$ cat src/rtl/sprite_pkg.sv
// rtl/sprite_pkg.sv - shared command type, address/field layout and FSM states for sprite_update_master
package sprite_pkg;

    typedef struct packed {
        logic        is_bg;
        logic [6:0]  idx;
        logic [11:0] x;
        logic [11:0] y;
        logic [4:0]  sprite;
        logic        active;
        logic [23:0] bg;
    } obj_cmd_t;

    localparam int CMD_W         = $bits(obj_cmd_t);
    localparam int BG_ADDR       = 0;
    localparam int OBJ_ADDR_BASE = 1;
    localparam int X_LSB         = 20;
    localparam int Y_LSB         = 8;
    localparam int SPR_LSB       = 3;
    localparam int ACT_BIT       = 2;

    typedef enum logic [1:0] {
        IDLE  = 2'd0,
        ISSUE = 2'd1,
        DONE  = 2'd2
    } state_t;

    // Slave write-data word for one command; unused low bits of an object word stay zero.
    function automatic logic [31:0] encode_data(obj_cmd_t c);
        logic [31:0] d;
        d = '0;
        if (c.is_bg) begin
            d = {8'h00, c.bg};
        end else begin
            d[X_LSB +: 12]  = c.x;
            d[Y_LSB +: 12]  = c.y;
            d[SPR_LSB +: 5] = c.sprite;
            d[ACT_BIT]      = c.active;
        end
        return d;
    endfunction

endpackage

$ cat src/rtl/sprite_update_master_fifo.sv
// rtl/sprite_update_master_fifo.sv - synchronous FIFO with head and head+1 read ports
module sync_fifo #(
    parameter int WIDTH = 8,
    parameter int DEPTH = 16
) (
    input  logic                     clk,
    input  logic                     reset,
    input  logic                     push,
    input  logic                     pop,
    input  logic [WIDTH-1:0]         wdata,
    output logic [WIDTH-1:0]         rdata,
    output logic [WIDTH-1:0]         rdata_next,
    output logic                     full,
    output logic                     empty,
    output logic [$clog2(DEPTH):0]   level
);

    localparam int AW = $clog2(DEPTH);

    logic [WIDTH-1:0] mem [DEPTH];
    logic [AW-1:0]    wr_ptr;
    logic [AW-1:0]    rd_ptr;
    logic             do_push;
    logic             do_pop;

    assign full       = (level == (AW+1)'(DEPTH));
    assign empty      = (level == '0);
    assign do_push    = push && !full;
    assign do_pop     = pop && !empty;
    assign rdata      = mem[rd_ptr];
    // Lets the master load the following entry in the same edge that retires the head.
    assign rdata_next = mem[rd_ptr + AW'(1)];

    // Pointer and occupancy tracking; a push and pop together leave the level unchanged.
    always_ff @(posedge clk) begin
        if (reset) begin
            wr_ptr <= '0;
            rd_ptr <= '0;
            level  <= '0;
        end else begin
            if (do_push) wr_ptr <= wr_ptr + AW'(1);
            if (do_pop)  rd_ptr <= rd_ptr + AW'(1);
            if (do_push && !do_pop)      level <= level + (AW+1)'(1);
            else if (do_pop && !do_push) level <= level - (AW+1)'(1);
        end
    end

    // Storage array write.
    always_ff @(posedge clk) begin
        if (do_push) mem[wr_ptr] <= wdata;
    end

endmodule

$ cat src/rtl/sprite_update_master.sv
// rtl/sprite_update_master.sv - buffers sprite/background updates and writes them to the slave during vblank
module sprite_update_master
    import sprite_pkg::*;
#(
    parameter int MAX_OBJECTS = 100,
    parameter int FIFO_DEPTH  = 16,
    parameter int ADDR_W      = 7
) (
    input  logic                          clk,
    input  logic                          reset,
    input  logic                          cmd_valid,
    output logic                          cmd_ready,
    input  logic                          cmd_is_bg,
    input  logic [6:0]                    cmd_idx,
    input  logic [11:0]                   cmd_x,
    input  logic [11:0]                   cmd_y,
    input  logic [4:0]                    cmd_sprite,
    input  logic                          cmd_active,
    input  logic [23:0]                   cmd_bg,
    input  logic                          vblank,
    output logic [ADDR_W-1:0]             avm_address,
    output logic [31:0]                   avm_writedata,
    output logic                          avm_write,
    output logic                          avm_chipselect,
    input  logic                          avm_waitrequest,
    output logic                          frame_done,
    output logic [15:0]                   drop_count,
    output logic [$clog2(FIFO_DEPTH):0]   fifo_level
);

    localparam int LW = $clog2(FIFO_DEPTH) + 1;
    localparam logic [7:0] MAX_OBJ_L = 8'(MAX_OBJECTS);

    state_t     state;
    state_t     next_state;
    logic       vblank_q;
    logic       vblank_rise;
    logic [LW-1:0] budget;
    logic       fifo_full;
    logic       fifo_empty;
    logic       push_req;
    logic       idx_ok;
    logic       store;
    logic       drop;
    logic       accept;
    obj_cmd_t   wr_cmd;
    obj_cmd_t   head;
    obj_cmd_t   head_next;

    assign cmd_ready   = !fifo_full;
    assign push_req    = cmd_valid && cmd_ready;
    assign idx_ok      = ({1'b0, cmd_idx} < MAX_OBJ_L);
    assign store       = push_req && (cmd_is_bg || idx_ok);
    assign drop        = push_req && !cmd_is_bg && !idx_ok;
    assign vblank_rise = vblank && !vblank_q;
    assign accept      = avm_write && !avm_waitrequest;

    assign wr_cmd = '{is_bg: cmd_is_bg, idx: cmd_idx, x: cmd_x, y: cmd_y,
                      sprite: cmd_sprite, active: cmd_active, bg: cmd_bg};

    sync_fifo #(
        .WIDTH (CMD_W),
        .DEPTH (FIFO_DEPTH)
    ) u_fifo (
        .clk        (clk),
        .reset      (reset),
        .push       (store),
        .pop        (accept),
        .wdata      (wr_cmd),
        .rdata      (head),
        .rdata_next (head_next),
        .full       (fifo_full),
        .empty      (fifo_empty),
        .level      (fifo_level)
    );

    function automatic logic [ADDR_W-1:0] encode_addr(obj_cmd_t c);
        if (c.is_bg) return ADDR_W'(BG_ADDR);
        return ADDR_W'(c.idx) + ADDR_W'(OBJ_ADDR_BASE);
    endfunction

    // State register.
    always_ff @(posedge clk) begin
        if (reset) state <= IDLE;
        else       state <= next_state;
    end

    // Next state: a write in flight always completes before the window may close.
    always_comb begin
        next_state = state;
        case (state)
            IDLE: begin
                if (vblank_rise) next_state = (fifo_level == '0) ? DONE : ISSUE;
            end
            ISSUE: begin
                if (accept && (budget == LW'(1) || !vblank)) next_state = DONE;
            end
            DONE: next_state = IDLE;
            default: next_state = IDLE;
        endcase
    end

    // Registered bus outputs; the next entry is loaded on the accepting edge for gapless writes.
    always_ff @(posedge clk) begin
        if (reset) begin
            avm_write      <= 1'b0;
            avm_chipselect <= 1'b0;
            avm_address    <= '0;
            avm_writedata  <= '0;
            frame_done     <= 1'b0;
        end else begin
            avm_write      <= (next_state == ISSUE);
            avm_chipselect <= (next_state == ISSUE);
            frame_done     <= (next_state == DONE);
            if (state == IDLE && next_state == ISSUE) begin
                avm_address   <= encode_addr(head);
                avm_writedata <= encode_data(head);
            end else if (state == ISSUE && accept && next_state == ISSUE) begin
                avm_address   <= encode_addr(head_next);
                avm_writedata <= encode_data(head_next);
            end
        end
    end

    // Frame budget: entries present at the vblank edge, counted down per accepted write.
    always_ff @(posedge clk) begin
        if (reset) begin
            budget <= '0;
        end else if (state == IDLE && vblank_rise) begin
            budget <= fifo_level;
        end else if (state == ISSUE && accept) begin
            budget <= budget - LW'(1);
        end
    end

    // vblank edge history and saturating reject counter.
    always_ff @(posedge clk) begin
        if (reset) begin
            vblank_q   <= 1'b0;
            drop_count <= '0;
        end else begin
            vblank_q <= vblank;
            if (drop && drop_count != 16'hFFFF) drop_count <= drop_count + 16'd1;
        end
    end

    logic unused_ok;
    assign unused_ok = fifo_empty;

endmodule

$ cat config.mk
export PLATFORM = sky130hd
export DESIGN_NAME = sprite_update_master
export DESIGN_NICKNAME = d
export VERILOG_FILES = /design/src/rtl/sprite_pkg.sv /design/src/rtl/sprite_update_master_fifo.sv /design/src/rtl/sprite_update_master.sv
export SDC_FILE = /design/constraint.sdc
export NUM_CORES = 1
export LEC_CHECK = 0
export ABC_AREA = 1
export CAP_MARGIN = 10
export CORE_ASPECT_RATIO = 0.5
export CORE_MARGIN = 4
export CORE_UTILIZATION = 25
export CTS_CLUSTER_DIAMETER = 30
export DETAILED_ROUTE_END_ITERATION = 8
export PLACE_DENSITY_LB_ADDON = 0.25
export SLEW_MARGIN = 25
export SYNTH_ARGS = -nofsm -noshare
export SYNTH_HDL_FRONTEND = slang
export SYNTH_SLANG_ARGS = --single-unit
$ cat constraint.sdc
create_clock -name clk -period 10.5 [get_ports clk]
set_input_delay 2.1 -clock clk [delete_from_list [all_inputs] [get_ports clk]]
set_output_delay 2.1 -clock clk [all_outputs]
set_load 0.1 [all_outputs]
======== Yosys cells after proc, flatten, opt, wreduce, memory -nomap -nowiden ========
Memories as Yosys holds them, arrays and structs flattened. A register that Yosys moved wholly into a read port is not among the register bits.
Index checks and enable logic that the tools add are counted.
cells by class
  add/sub/neg operators ................... 8
  magnitude comparators ................... 1
  equality and inequality tests ........... 6
  mux-type cells .......................... 31
  reductions and logical operators ........ 32
operators with widths
  kind                     count
  $mux W32                 2
  $mux W30                 2
  $mux W7                  6
  $mux W5                  4
  $add A16 B1 Y16 const B  1
  $logic_and A1 B1 Y1      16
  $ne A16 B16 Y1 const B   1
  $add A7 B1 Y7 const B    2
  $mux W2                  5
  $sub A5 B1 Y5 const B    2
  $logic_not A1 Y1         9
  $mux W1                  9
  $add A4 B1 Y4 const B    2
  $mux W4                  2
  $lt A7 B7 Y1 const B     1
  $reduce_bool A2 Y1       3
  $add A5 B1 Y5 const B    1
  $eq A5 B1 Y1 const B     1
  $eq A5 B5 Y1 const B     1
  $logic_not A5 Y1         1
  $eq A2 B1 Y1 const B     2
  $pmux W2 S2              1
  $eq A2 B2 Y1 const B     1
  $logic_not A2 Y1         1
  $logic_or A1 B1 Y1       2
storage, ports and cells
  bits in registers ....................... 78
  memory bits (writable) .................. 992
  input port bits ......................... 67
  word-level logic and storage cells ...... 90
  memories ................................ 1
memory list
  memory      words  width  rd ports  clocked after Yosys merged registers in  wr ports  line                             source
  u_fifo.mem  16     62     2         1                                        1         sprite_update_master_fifo.sv:20  logic [WIDTH-1:0] mem [DEPTH];

======== Depth between registers and ports, before layout ========
Gate-level depths: netlist of the first run.
  depth in word-level cells ............... 13
  mapped depth ............................ 18
  gate-level depth less buffers ........... 15

======== By module ========
From an unflattened synthesis of the first run, not the netlist that was laid out.
unflattened totals
  cell total of the unflattened synthesis .. 7,131
  area, all modules ....................... 57,042.2 um^2
modules (own cells, without submodules)
  module                instances  cells each  area each (um^2)  seq. area each (um^2)
  sync_fifo             1          6,380       52,650.5          30,128.9
  sprite_update_master  1          751         4,391.7           1,301.2

======== Worst setup path before layout of the first run ========
Ideal clock, no wire load.
  path type ............................... input to register
  start point ............................. input cmd_idx[3]
  end point ............................... memory u_fifo.mem[11][0] (netlist bit) (enable)
  library setup time ...................... 482 ps
  arrival time ............................ 5,454 ps
  data required time ...................... 10,018 ps
  path slack .............................. 4,563 ps
  cell stages on the path ................. 5
  path buffers ............................ 0
  cells stage by stage .................... nor2_1 -> a21oi_1 -> a21oi_1 -> nand2_1 -> nor2_1
on the way
  longest elaborated chain between the ends .. 6
ends and longest elaborated chain
  element                        line                             source
  start: declaration             sprite_update_master.sv:14       input logic [6:0] cmd_idx,
  $lt A7 B7 Y1                   sprite_update_master.sv:52       assign idx_ok = ({1'b0, cmd_idx} < MAX_OBJ_L);
  $logic_or A1 B1 Y1             sprite_update_master.sv:53       assign store = push_req && (cmd_is_bg || idx_ok);
  $logic_and A1 B1 Y1            sprite_update_master.sv:53
  $logic_and A1 B1 Y1            sprite_update_master_fifo.sv:28  assign do_push = push && !full;
  net u_fifo.do_push             sprite_update_master_fifo.sv:23  logic do_push;
  $mux W1                        sprite_update_master_fifo.sv:50  if (do_push) mem[wr_ptr] <= wdata;
  $mux W1 (not written as such)  sprite_update_master_fifo.sv:50
  end: declaration               sprite_update_master_fifo.sv:20
The timed path passes the listed nets, and every way through them passes these cells.

======== Worst setup path after layout of the first run ========
  start point ............................. input cmd_idx[4]
  end point ............................... memory u_fifo.mem[12][20] (netlist bit) (enable)
Same word-level chain as after synthesis.

==> results of run 1 <==
-- sequential cells by signal (all words and copies together), names as in the netlist, named ones only --
register        flops
avm_writedata      32
state               2
u_fifo.level        5
drop_count         16
vblank_q            1
avm_address         7
budget              5
u_fifo.mem        992
u_fifo.rd_ptr       4
u_fifo.wr_ptr       4
avm_chipselect      1
frame_done          1
-- final timing paths --
kind	startpoint	depth (start not counted)	end	slack [ps]
worst max-delay path	cmd_idx[4]	7	u_fifo.mem[12][20]	4890
worst min-delay path	drop_count[15]	2	drop_count[15]	480
worst max register to register	flip-flop	12	avm_writedata[18]	5520
worst min register to register	drop_count[15]	2	drop_count[15]	480
-- where the power goes --
| group | total, W | internal, W | switching, W |
|---|---|---|---|
| logic | 0.00374 | 0.000941 | 0.00280 |
| clock network | 0.00755 | 0.00511 | 0.00243 |
| registers | 0.00502 | 0.00485 | 0.000163 |
| total | 0.0163 | 0.0109 | 0.00540 |
-- worst register-to-register path: cells and delay by family (launching register included) --
kind / cells / cell delay (ps)
AOI/OAI and AO/OA: 1 / 90
buffers and inverters: 3 / 1970
DFF: 1 / 700
and+or+nand+nor: 8 / 2110
-- cell usage in the layout (no fill, tap or decap), types with 11 or more instances in the layout --
master,Yosys,routed
a21oi_1,373,372
o221ai_1,20,20
inv_2,15,13
ha_1,15,14
clkinvlp_4,0,28
edfxtp_1,992,992
bufinv_16,0,38
buf_4,43,63
inv_1,412,410
clkbuf_16,0,238
nand3_1,317,317
clkinv_4,0,11
nor3_1,11,11
nor2_1,652,636
nand2_1,759,759
o22ai_1,257,257
nor2_4,0,16
dfxtp_1,82,77
clkbuf_1,192,32
inv_6,0,11
o21ai_1,43,43
o21ai_0,1045,1045
clkinv_2,0,47
clkinv_1,5,27
clkdlybuf4s50_1,0,130
o211ai_1,138,138
-- stage by stage --
stage               hold WS, ps  instance area, µm²  setup WS (ps)  std cells  utilization [%]
global route                506               64600           4660       8651             31.0
finish                      482               64700           4890       8652             31.0
global placement            471               56400           3360       8205             27.1
CTS                         481               64600           4820       8650             31.0
detailed placement          474               56400           3940       8205             27.1
floorplan                   463               52700           4560       5615                -
-- cells by family after synthesis --
| family | Yosys count | synth area share [%] |
|---|---|---|
| compound gates | 1895 | 19.5 |
| xor+xnor | 13 | 0.266 |
| fa+ha+maj | 16 | 0.394 |
| buf+inv | 864 | 6.84 |
| flops | 1074 | 59.7 |
| simple gates | 1753 | 13.4 |
-- routing by layer --
| metal | global-route usage (%) | vias to the layer above |
|---|---|---|
| met5 | 0 | - |
| met4 | 5.19 | 2 |
| met3 | 2.52 | 308 |
| met2 | 26.4 | 1672 |
| met1 | 23.3 | 21400 |
| li1 | - | 20000 |
-- layout make-up --
| class | instances | area share, % |
|---|---|---|
| well taps | 2820 | 5.46 |
| clock buffers | 279 | 9.59 |
| inverters | 432 | 2.57 |
| diodes | 1 | 0.00387 |
| repair buffers | 203 | 3.05 |
| multi-input cells | 3677 | 27.6 |
| clock inverters | 166 | 3.10 |
| flip-flops and latches | 1074 | 48.6 |
==> results.yml, run 1 <==
layout:
  fill_cells: 21300
  fin_nets: 5706
  multiInputGateArea_um2: 17800
  seq_area_um2: 31400
  drive_above_1_share_pct: 8.88
  synthToLayoutAreaGrowth_pct: 22.7
placement:
  gp_congestion: 0.778
  dp_hpwl_um: 98700
  port_buffers: 130
run_status:
  status: "finished, final reports clean"
drt:
  wl_met2_um: 85600
  ant_nets: 0
  drc: 0
  wl_met1_um: 86000
  routed_wl_um: 190000
  drtPass1Iterations: 6
  drt_iter0_drc: 4598
  wl_met3_um: 13500
  top_layer_used: "met5"
  vias: 43400
  wire_per_inst_um: 21.9
  drt-vias-per-instance: 5.02
logic_synthesis:
  ys_warn_count: 0
  postSynthCellCount: 5615
  ys_ff_latch: 1074
  netlist.area_leader.share_pct: 56.5
  synth_edf_count: 992
  yosysUniqueCellTypes: 41
  seq_area_frac_synth_pct: 59.7
  synth_ff_type: "edfxtp_1"
  synthArstFlopShare_pct: 0
  syn-cell-area_um2: 52700
  yosys-top-cells-area: "edfxtp_1 (57%), o21ai_0 (9.9%), nand2_1 (5.4%)"
  syn_nets: 5698
  yosys-top-cells-count: "o21ai_0 (1,045), edfxtp_1 (992), nand2_1 (759)"
  synth_area_per_cell_um2: 9.38
  yosys.area.top_type: "edfxtp_1"
  synth_most_common_cell: "o21ai_0"
flow_run:
  drv_cap: 0
setup_path:
  crit_chain: "clkdlybuf4s50_1 -> nor2_1 -> a21oi_1 -> a21oi_2 -> nand2_1 -> nor2_4 -> buf_4"
  worstPathMaxFanout: 44
  crit_path_top_delay_cell: "buf_4"
  worstSetupPathType: "primary input to flip-flop"
  crit_family: "buffers and inverters"
  max_stage_delay_ps: 900
  crit_arrival_ps: 6040
  required_ps: 10930
  start_kind: "primary input"
  path_buf_inv: 2
  setup.worst_path.end_class: "flip-flop"
timing:
  slew_viol_final: 0
  fmax_mhz: 178
  setup_tns_ps: 0
  rsz0062_at_grt: "false"
  hold_viol: 0
  fin_crit_ps: 5610
  period_share_pct: 53.4
  finalSetupViolCount: 0
  timing.slew.headroom_pct: 27.1
  fin_worst_skew_ps: 34.5
  worstMarginPinSlew_ps: 1090
clock_tree:
  cts_sinks: 1074
  tritoncts: "built"
  worstSkewPairLatency_ps: 840
  clk_pin_slew_worst_paths_ps: 40
  cts_resized: 0
  cts_setup_buffers: 0
  cts_buffer_depth: 3
  cts_hold_buf: 0
  root_buffer: "clkbuf_16"
  cts_buffers: 235
  htree_levels: 4
floorplan:
  fp.dieW_um: 657
  initial_core_util_pct: 25.3
  placementRows: 118
  ios: 131
  dieArea_um2: 219000
  core_region_area_um2: 208000
  fp.dieH_um: 333
global_route:
  grt_pass1_vias: 41400
  antenna_found_initial: 6
  grt_usage_pct: 16.6
  grt-ovfl-total: 0
  grt_max_degree: 203
  grt_pass1_wl_um: 277000
power_and_ir_drop:
  finalPower_w: 0.0163
  cellPowerDensity_nw_per_um2: 252
  ir_worst_vdd_uv: 188
  p_leak_nw: 23.2
worst_hold_path:
  hp-class: "flip-flop to flip-flop"
No activity file was read; power rests on OpenSTA's default activity.
==> run 2: changes to the inputs <==
==> constraint.sdc (replaced) <==
create_clock -name clk -period 4.5 [get_ports clk]
set_input_delay 0.9 -clock clk [delete_from_list [all_inputs] [get_ports clk]]
set_output_delay 0.9 -clock clk [all_outputs]
set_load 0.1 [all_outputs]
==> run 2 against run 1 <==
  * Setup slack worse by 4100 ps
  * Largest power group unchanged
  * Sequential power increased by 130%
  * First-iteration DRC count is 4.2% higher
  * Global-route usage up 0.53 points
  * Register-to-register slack worse by 4600 ps
  * Die area did not move
  * Total power increased by 140%
  * Core utilization is 0.52 points higher
  * Final cell count increased by 0.57%
==> results.yml, run 2 (same netlist as run 1, synthesis figures left out) <==
drt:
  top_layer_used: "met5"
  ant_nets: 0
  routed_wl_um: 195000
  drtPass1Iterations: 6
  wl_met1_um: 88900
  drc: 0
  vias: 44000
  wire_per_inst_um: 22.4
  drt_iter0_drc: 4790
  wl_met2_um: 86900
  wl_met3_um: 14000
  drt-vias-per-instance: 5.06
flow_run:
  drv_cap: 0
power_and_ir_drop:
  cellPowerDensity_nw_per_um2: 588
  p_int_w: 0.0257
  clockPowerShare_pct: 46.1
  comb_power_share_pct: 23.7
  switchingPower_w: 0.0129
  seqPwrFrac_pct: 30.2
  swShare_pct: 33.4
  p_leak_nw: 23.6
  finalPower_w: 0.0386
  ir_worst_vdd_uv: 324
clock_tree:
  root_buffer: "clkbuf_16"
  cts_sinks: 1074
  worstSkewPairLatency_ps: 850
  cts_hold_buf: 0
  clk_pin_slew_worst_paths_ps: 40
  cts_buffer_depth: 3
  cts_resized: 0
  cts_setup_buffers: 0
  htree_levels: 4
  cts_buffers: 234
  tritoncts: "built"
setup_path:
  worstPathMaxFanout: 7
  r2r_start: "u_fifo.rd_ptr[0]"
  required_ps: 3600
  worstSetupPathType: "flip-flop to primary output"
  timing.rr.end: "avm_writedata[1]"
  reg2regPathDepth: 11
  rrSetupSlack_ps: 930
  setup.worst_path.end_class: "primary output"
  crit_arrival_ps: 2770
  start_kind: "flip-flop"
floorplan:
  placementRows: 118
  fp.dieW_um: 657
  ios: 131
  fp.dieH_um: 333
  dieArea_um2: 219000
  initial_core_util_pct: 25.3
  core_region_area_um2: 208000
worst_hold_path:
  min_path_cells: 2
  hold_end: "drop_count[15]"
  min-delay-start: "drop_count[15]"
  hp-class: "flip-flop to flip-flop"
timing:
  fmax_mhz: 272
  fin_worst_skew_ps: 57.9
  timing.slew.headroom_pct: 29.1
  worstMarginPinSlew_ps: 1060
  hold_viol: 0
  holdWs_ps: 486
  rsz0062_at_grt: "false"
  slew_viol_final: 0
  period_share_pct: 81.6
  setup_tns_ps: 0
  fin_crit_ps: 3670
  finalSetupViolCount: 0
layout:
  drive_above_1_share_pct: 9.78
  reg.largest.list: "u_fifo.mem x992, avm_writedata x32, drop_count x16"
  largest_reg_flops: 992
  fin_nets: 5759
  final_area_um2: 65700
  final_cell_mix: "o21ai_0 (1,045), edfxtp_1 (992), nand2_1 (759), nor2_1 (636), inv_1 (410)"
  fill_cells: 21300
  regMostFlops: "u_fifo.mem"
  synthToLayoutAreaGrowth_pct: 24.8
  mostFrequentLayoutCell: "o21ai_0"
global_route:
  antenna_found_initial: 2
  grt-ovfl-total: 0
  grt_max_degree: 134
  grt_pass1_wl_um: 286000
  grt_usage_pct: 17.2
  grt_pass1_vias: 41700
placement:
  port_buffers: 130
  dp_hpwl_um: 111000
  placed_area_um2: 57400
  gp_congestion: 0.807
run_status:
  status: "finished, final reports clean"
-- run 2: worst max-delay path by stage --
stage	slack [ps]	to	cells after the start	startpoint
detailed placement	370	u_fifo.mem[9][43]	10	cmd_idx[5]
floorplan	-250	u_fifo.mem[15][0]	6	u_fifo.level[0]
CTS	720	cmd_ready	3	u_fifo.level[0]
finish	830	cmd_ready	3	u_fifo.level[0]
global placement	300	u_fifo.mem[14][38]	10	cmd_idx[5]
global route	610	cmd_ready	3	u_fifo.level[0]
-- run 2: power groups by stage --
stage	Combinational [W]	Sequential, W	Clock (W)
after global routing	0.00985	0.0117	0.0186
final	0.00914	0.0117	0.0178
after detailed placement	0.00905	0.0119	0
after CTS	0.00908	0.0117	0.0181
after global placement	0.00907	0.0119	0
after floorplan	0.00466	0.0128	0
-- run 2: per-stage QoR --
stage	util (%)	setup WS (ps)	instances
6_report	31.6	829	8701
3_3_place_gp	27.5	301	8259
2_1_floorplan	-	-251	5615
3_5_place_dp	27.6	371	8260
4_1_cts	31.5	720	8699
5_1_grt	31.5	614	8700
-- run 2: area by class of cell --
| type | instances | area (µm²) | area share [%] |
|---|---|---|---|
| clock inverters | 159 | 2080 | 3.17 |
| repair buffers | 257 | 2950 | 4.48 |
| multi-input cells | 3677 | 17800 | 27.1 |
| diodes | 2 | 5.00 | 0.00761 |
| well taps | 2820 | 3530 | 5.37 |
| flip-flops and latches | 1074 | 31400 | 47.8 |
| clock buffers | 280 | 6230 | 9.48 |
| inverters | 432 | 1660 | 2.52 |
-- run 2: per-layer routing --
| metal | up-vias | global-route usage, % |
|---|---|---|
| li1 | 20100 | - |
| met1 | 21700 | 24.4 |
| met2 | 1868 | 26.5 |
| met3 | 320 | 2.82 |
| met4 | 2 | 5.61 |
| met5 | - | 0 |
-- run 2: worst max-delay path, stage by stage (launching register included) --
cell and delay [ps]:
dfxtp_1 380, nor4_2 440, nand2_1 140, clkdlybuf4s50_1 1000
